<file path="src/rtl/dct1d_col_stage.sv">
// dct1d_col_stage: column pass of the 8x8 JPEG DCT (8-point 1-D integer DCT).
// Three register stages: butterfly, constant MAC, round/shift/saturate.
// Accepts one column per clock. The output is available 3 clocks after the input.
// A 3-bit beat counter raises o_last on the 8th output column of each block.
// Build option: define DCT_ROUND_EN to add +32 before the >>>6 (round half up).
// Without it, the result is a plain floor shift.
module dct1d_col_stage #(
  parameter int BW  = 9,
  parameter int OBW = 12
) (
  input  logic              i_clk,
  input  logic              i_Reset,
  input  logic              i_valid,
  input  logic [8*BW-1:0]   i_data,
  output logic              o_valid,
  output logic [8*OBW-1:0]  o_data,
  output logic              o_last
);
  localparam int SW   = BW + 1;
  localparam int ACCW = BW + 9;
  localparam int SH   = 6;
  localparam logic signed [ACCW-1:0] YMAX = ACCW'((1 << (OBW-1)) - 1);
  localparam logic signed [ACCW-1:0] YMIN = ~YMAX;

  // Even rows (Y0,Y2,Y4,Y6) act on sums; odd rows (Y1,Y3,Y5,Y7) act on differences.
  localparam int CE [4][4] = '{'{23,  23,  23,  23},
                               '{30,  12, -12, -30},
                               '{23, -23, -23,  23},
                               '{12, -30,  30, -12}};
  localparam int CO [4][4] = '{'{31,  27,  18,   6},
                               '{27,  -6, -31, -18},
                               '{18, -31,   6,  27},
                               '{ 6, -18,  27, -31}};

  function automatic logic signed [ACCW-1:0] mac4(
    input logic signed [SW-1:0] a0, a1, a2, a3,
    input int c0, c1, c2, c3);
    mac4 = ACCW'(a0) * ACCW'(c0) + ACCW'(a1) * ACCW'(c1)
         + ACCW'(a2) * ACCW'(c2) + ACCW'(a3) * ACCW'(c3);
  endfunction

  logic signed [BW-1:0]   w_x   [8];
  logic signed [SW-1:0]   r_s   [4];
  logic signed [SW-1:0]   r_d   [4];
  logic signed [ACCW-1:0] r_acc [8];
  logic signed [ACCW-1:0] w_rnd [8];
  logic signed [ACCW-1:0] w_sh  [8];
  logic [OBW-1:0]         w_y   [8];
  logic [8*OBW-1:0]       w_ypk;
  logic [3:1]             r_vld;
  logic [2:0]             r_cnt;
  logic [8*OBW-1:0]       r_dat;
  logic                   r_last;

  for (genvar n = 0; n < 8; n++) begin : g_unpack
    assign w_x[n] = $signed(i_data[(7-n)*BW +: BW]);
  end

  // Stage 1: symmetric butterflies feeding the even/odd halves.
  always_ff @(posedge i_clk) begin
    if (!i_Reset) begin
      for (int i = 0; i < 4; i++) begin
        r_s[i] <= '0;
        r_d[i] <= '0;
      end
    end else begin
      for (int i = 0; i < 4; i++) begin
        r_s[i] <= SW'(w_x[i]) + SW'(w_x[7-i]);
        r_d[i] <= SW'(w_x[i]) - SW'(w_x[7-i]);
      end
    end
  end

  // Stage 2: four-tap constant MAC per coefficient. The width is sized so it cannot overflow.
  always_ff @(posedge i_clk) begin
    if (!i_Reset) begin
      for (int k = 0; k < 8; k++) r_acc[k] <= '0;
    end else begin
      for (int j = 0; j < 4; j++) begin
        r_acc[2*j]   <= mac4(r_s[0], r_s[1], r_s[2], r_s[3],
                             CE[j][0], CE[j][1], CE[j][2], CE[j][3]);
        r_acc[2*j+1] <= mac4(r_d[0], r_d[1], r_d[2], r_d[3],
                             CO[j][0], CO[j][1], CO[j][2], CO[j][3]);
      end
    end
  end

  for (genvar k = 0; k < 8; k++) begin : g_lane
`ifdef DCT_ROUND_EN
    assign w_rnd[k] = r_acc[k] + ACCW'(32);
`else
    assign w_rnd[k] = r_acc[k];
`endif
    assign w_sh[k] = w_rnd[k] >>> SH;
    // Clamp the scaled sum into the signed OBW output range.
    always_comb begin
      w_y[k] = w_sh[k][OBW-1:0];
      if (w_sh[k] > YMAX)      w_y[k] = YMAX[OBW-1:0];
      else if (w_sh[k] < YMIN) w_y[k] = YMIN[OBW-1:0];
    end
    assign w_ypk[(7-k)*OBW +: OBW] = w_y[k];
  end

  // Valid shift register and stage 3 output. Data is zeroed on idle beats so no stale column is visible.
  always_ff @(posedge i_clk) begin
    if (!i_Reset) begin
      r_vld  <= '0;
      r_cnt  <= '0;
      r_dat  <= '0;
      r_last <= 1'b0;
    end else begin
      r_vld  <= {r_vld[2:1], i_valid};
      r_dat  <= r_vld[2] ? w_ypk : '0;
      r_last <= r_vld[2] && (r_cnt == 3'd7);
      if (r_vld[2]) r_cnt <= r_cnt + 3'd1;
    end
  end

  assign o_valid = r_vld[3];
  assign o_data  = r_dat;
  assign o_last  = r_last;
endmodule

</file>
<file path="config.mk">
export PLATFORM = sky130hd
export DESIGN_NAME = dct1d_col_stage
export DESIGN_NICKNAME = d
export VERILOG_FILES = /design/src/rtl/dct1d_col_stage.sv
export SDC_FILE = /design/constraint.sdc
export NUM_CORES = 2
export LEC_CHECK = 0
export BUFFER_PORTS_ARGS = -buffer_cell sky130_fd_sc_hd__buf_2
export CAP_MARGIN = 20
export CORE_ASPECT_RATIO = 0.8
export CORE_MARGIN = 2
export CORE_UTILIZATION = 46
export DETAILED_ROUTE_END_ITERATION = 8
export GPL_TIMING_DRIVEN = 0
export HOLD_SLACK_MARGIN = 0.15
export SETUP_SLACK_MARGIN = 0.05
export SYNTH_ARGS = -nofsm -noshare
export SYNTH_HDL_FRONTEND = slang
export SYNTH_SLANG_ARGS = --single-unit
</file>
<file path="constraint.sdc">
create_clock -name i_clk -period 8.6 [get_ports i_clk]
set_input_delay 1.29 -clock i_clk [delete_from_list [all_inputs] [get_ports i_clk]]
set_output_delay 1.29 -clock i_clk [all_outputs]
set_load 0.01 [all_outputs]
</file>
Word-level counts from Yosys, hierarchy flattened
Memory sizes are Yosys's and may differ from the RTL's.
Index checks and enable logic that the tools add are counted.
Word-level totals
  register bits: 103
  memory bits (writable): 224
  memories kept: 3
Memories
  r_acc: words 8, width 18, rd ports 8, clocked after memory_dff 0, wr ports 8, RTL line 45  | logic signed [ACCW-1:0] r_acc [8];
  r_d: words 4, width 10, rd ports 4, clocked after memory_dff 0, wr ports 4, RTL line 44  | logic signed [SW-1:0] r_d [4];
  r_s: words 4, width 10, rd ports 4, clocked after memory_dff 0, wr ports 4, RTL line 43  | logic signed [SW-1:0] r_s [4];
Cells by class
  add/subtract/negate cells: 33
  multiply operators: 30
  $lt $le $gt $ge: 16
  eq/ne operators: 1
  muxes and demuxes: 34
  bitwise operators: 18
  reduce and logical (&&, ||, !) cells: 10
Operators with widths (count)
  multiplier 10 x 6 -> 16 bit, second input constant: 14
  2-to-1 mux 18 bit: 8
  multiplier 10 x 5 -> 15 bit, second input constant: 8
  adder 17 x 16 -> 18 bit: 6
  adder 18 x 16 -> 18 bit: 6
  multiplier 10 x 3 -> 13 bit, second input constant: 8
  > comparator 12 bit, second input constant: 8
  < comparator 12 bit, second input constant: 8
  2-to-1 mux 12 bit: 8
  2-to-1 mux 11 bit: 8
  2-to-1 mux 10 bit: 8
  adder 16 x 16 -> 17 bit: 4
  adder 9 x 9 -> 10 bit: 4
  subtractor 9 x 9 -> 10 bit: 4
  OR reduction 3 bit: 8
  adder 17 x 14 -> 18 bit: 1
  adder 17 x 15 -> 18 bit: 1
  adder 18 x 14 -> 18 bit: 1
  adder 18 x 15 -> 18 bit: 1
  adder 14 x 16 -> 17 bit: 1
  adder 15 x 16 -> 17 bit: 1
  adder 16 x 14 -> 17 bit: 1
  adder 16 x 15 -> 17 bit: 1
  OR 1 bit: 16
  other kinds (6): 8

Depth between registers and ports, before layout
An unclocked memory read counts as a cell.
  depth after elaboration: 6
  depth in mapped cells: 34
  depth with buffers taken out: 34

Least setup slack after synthesis
No wires, ideal clock.
  path type: flip-flop to flip-flop
  start point: mem r_s[0][3] (netlist bit)
  end point: mem r_acc[1][17] (netlist bit)
  arrival: 7660 ps
  path slack: 813 ps
  stages on the path, launching flop included: 33
  period minus slack after synthesis: 7787 ps
  path through: dfxtp_1 > inv_1 > fa_1 > inv_1 > ha_1 > fa_1 > ha_1 > nor2b_1 > o21a_1 > o21a_1 > o31a_1 > o21ai_0 > nand2b_1 > xnor2_1 > inv_1 > ha_1 > ha_1 > inv_1 > fa_1 > fa_1 > inv_1 > fa_1 > inv_1 > fa_1 > inv_1 > ha_1 > nand4_1 > a21oi_1 > or3_4 > a31o_4 > o41ai_4 > xnor2_1 > nor2_1
RTL lines (RTL line)
  start, declared: 43
  end, declared: 45

==> flow_summary.toml <==
[floorplanning]
fp.dieW_um = 346.8
io_pins = 173
start_util_pct = 46.46
die_area_mm2 = 0.09651
die_h_um = 278.3
floorplan.rows = 100
core_area_mm2 = 0.09309

[drt]
vias = 30875
wl_per_cell_um = 20.55
ant_nets = 0
routed_wirelength_um = 126400
drt-initial-drc-count = 2258
dr.pass1.iters = 5
drc = 0
vias_per_cell = 5.020

[clock_network]
clkSinkCount = 275
cts-buffers-inserted = 31
postCtsHoldBufs = 0
insertion_delay_ns = 0.65
clk_pin_slew_ns = 0.07
cts_max_path_buffers = 3
cts_tree = "built"
cts-root-buf = "clkbuf_16"
cts_max_level = 1

[grt]
grt_antenna_before_repair = 4
grt_overflow = 0
grt_max_degree = 20
grt_pass1_vias = 30875
grt_pass1_wl_um = 191900
grtUsageTotal_pct = 26.71

[outcome]
status = "completed"

[timing]
clock_skew_ns = 0.04482
layout_setup_ws_ns = 0.2079
grt_setup_unrepaired = "true"
setup_viol = 0
tightest_slew_ns = 1.203
fmax_ghz = 0.1192
period_needed_ns = 8.392
slew_viol_final = 0
whs_ns = 0.4395
finalCritPeriodShare_pct = 97.58
max_slew_margin_pct = 19.80
finalHoldViolCount = 0

[logic_synthesis]
yosys.cell_types.count = 69
yosys.area_share.simple_pct = 7.955
avgSynthCellArea_um2 = 9.314
synthesis.nets = 6178
synth_area_mm2 = 0.04325
synth_mux_area_share_pct = 0.5843
async_reset_ff_share_pct = 0
synthCells = 4644
yosysWarnings = 0
synth_top_family_by_area = "adder cells"
ys_ff_latch = 275
synthAdderAreaFrac_pct = 53.10
synth_edf_count = 0
yosys.area_share.xor_xnor_pct = 6.066
synthFlopType = "dfxtp_1"
yosysSeqAreaShare_pct = 12.73
synth-compound-area-share_pct = 7.579

[placement]
dpl_worst_slack_ns = -0.7839
routabilityCongestion = 0.9380
placed_cell_area_mm2 = 0.04578
place_hpwl_um = 108100
numPortBuffers = 171

[final_layout]
layout_commonest_cell = "inv_1"
nFillCells = 8801
stdcell_area_mm2 = 0.04769
drive_above_1_share_pct = 8.252
area_growth_pct = 10.26
fin_util_pct = 51.23
multi_input_area_mm2 = 0.03298
nets = 6430
final_cell_mix = "inv_1 (1313), ha_1 (824), fa_1 (622)"
regArea_mm2 = 0.005567

[worst_setup_path]
endpoint_kind = "flop"
crit_slowest_cell = "fa_1"
worstSetupPathType = "reg2reg"
crit_arrival_ns = 8.88
timing.rr.start = "r_s[0][4]"
crit_top_cell = "fa_1"
worst_path_largest_cell_delay_ns = 0.54
worstPathMaxFanout = 4
crit_path_start_kind = "flop"
cp-startpoint = "r_s[0][4]"
crit_required_ns = 9.09

[job]
cap_violations = 0

[min_path]
min_path_type = "reg2reg"
worstHoldStart = "r_vld[1]"
-- final cells by class --
type                       count  area share, %
sequential                   275          11.67
tap                         1224          3.211
clock inverter                17         0.4617
antenna                        6        0.03148
timing repair buffer         219          2.739
multi-input combinational   2989          69.16
clock buffer                  40          1.802
inverter                    1332          10.54
buffer                        48         0.3830
-- kinds of logic (layout without fill, tap and decap cells) --
logic type | Yosys count | count (layout)
other | 1 | 7
XOR/XNOR | 298 | 298
flip-flops | 275 | 275
adder cells (fa/ha/maj) | 1461 | 1461
multiplexers | 25 | 25
AO/OA/AOI/OAI | 533 | 533
AND/OR/NAND/NOR | 671 | 671
buffers and inverters | 1380 | 1656
-- state kept, by name (all words and copies together), names as in the netlist --
name and cells:
r_acc 96, o_last 1, o_data 96, r_vld 3
r_cnt 3, r_s 37, r_d 39
-- metal layers --
layer	wire, um	vias to the layer above	track usage [%]
met1	64270	14890	42.20
met2	46320	989	34.77
met3	12570	102	8.000
met5	105	-	0.7964
li1	-	14892	-
met4	3112	2	5.931
-- critical path, delay by kind of cell, from the launching register on --
family | cells | cell delay (ns)
buf+inv | 9 | 0.69
simple gates | 5 | 0.98
fa+ha+maj | 10 | 4.36
flops | 1 | 0.40
compound gates | 7 | 1.51
xor+xnor | 2 | 0.30
-- Yosys cell counts (34+ instances only) --
library cell	count	area, um2
clkbuf_1	43	161.4
nor3_1	60	300.3
fa_1	625	12510
inv_1	1331	4996
nor2_1	192	720.7
ha_1	834	10440
nand2b_1	49	306.5
nand2_1	92	345.3
and3_1	114	713.2
a21oi_1	196	980.9
o21bai_1	36	270.3
xor2_1	83	727.0
nor2b_1	47	294.0
dfxtp_1	275	5505
o21ai_0	126	630.6
xnor2_1	214	1874
a21o_1	54	405.4
nand3_1	34	170.2
-- metrics by stage --
stage	instances	setup TNS, ns
after global placement	6039	-7.767
after CTS	6115	-0.07507
final	6150	0
after global routing	6144	-0.04922
after floorplan	4644	0
after detailed placement	6046	-5.771
-- final timing paths --
path | to | slack, ns | cells past startpoint
max | r_acc[0][17] | 0.21 | 33
min | r_vld[2] | 0.44 | 1
max reg2reg | r_acc[0][17] | 0.21 | 33
min reg2reg | r_vld[2] | 0.44 | 1
-- what timing repair did --
action | CTS | global route
hold endpoints to repair | 0 | 0
gates resized for setup | 49 | 79
endpoints found under the setup margin | 21 | 17
setup buffers | 12 | 27
pin swaps | 3 | 35
gates cloned | 0 | 0
Power is not shown: default switching activity piles up to over one toggle a cycle in this logic, so the estimate is an artifact.
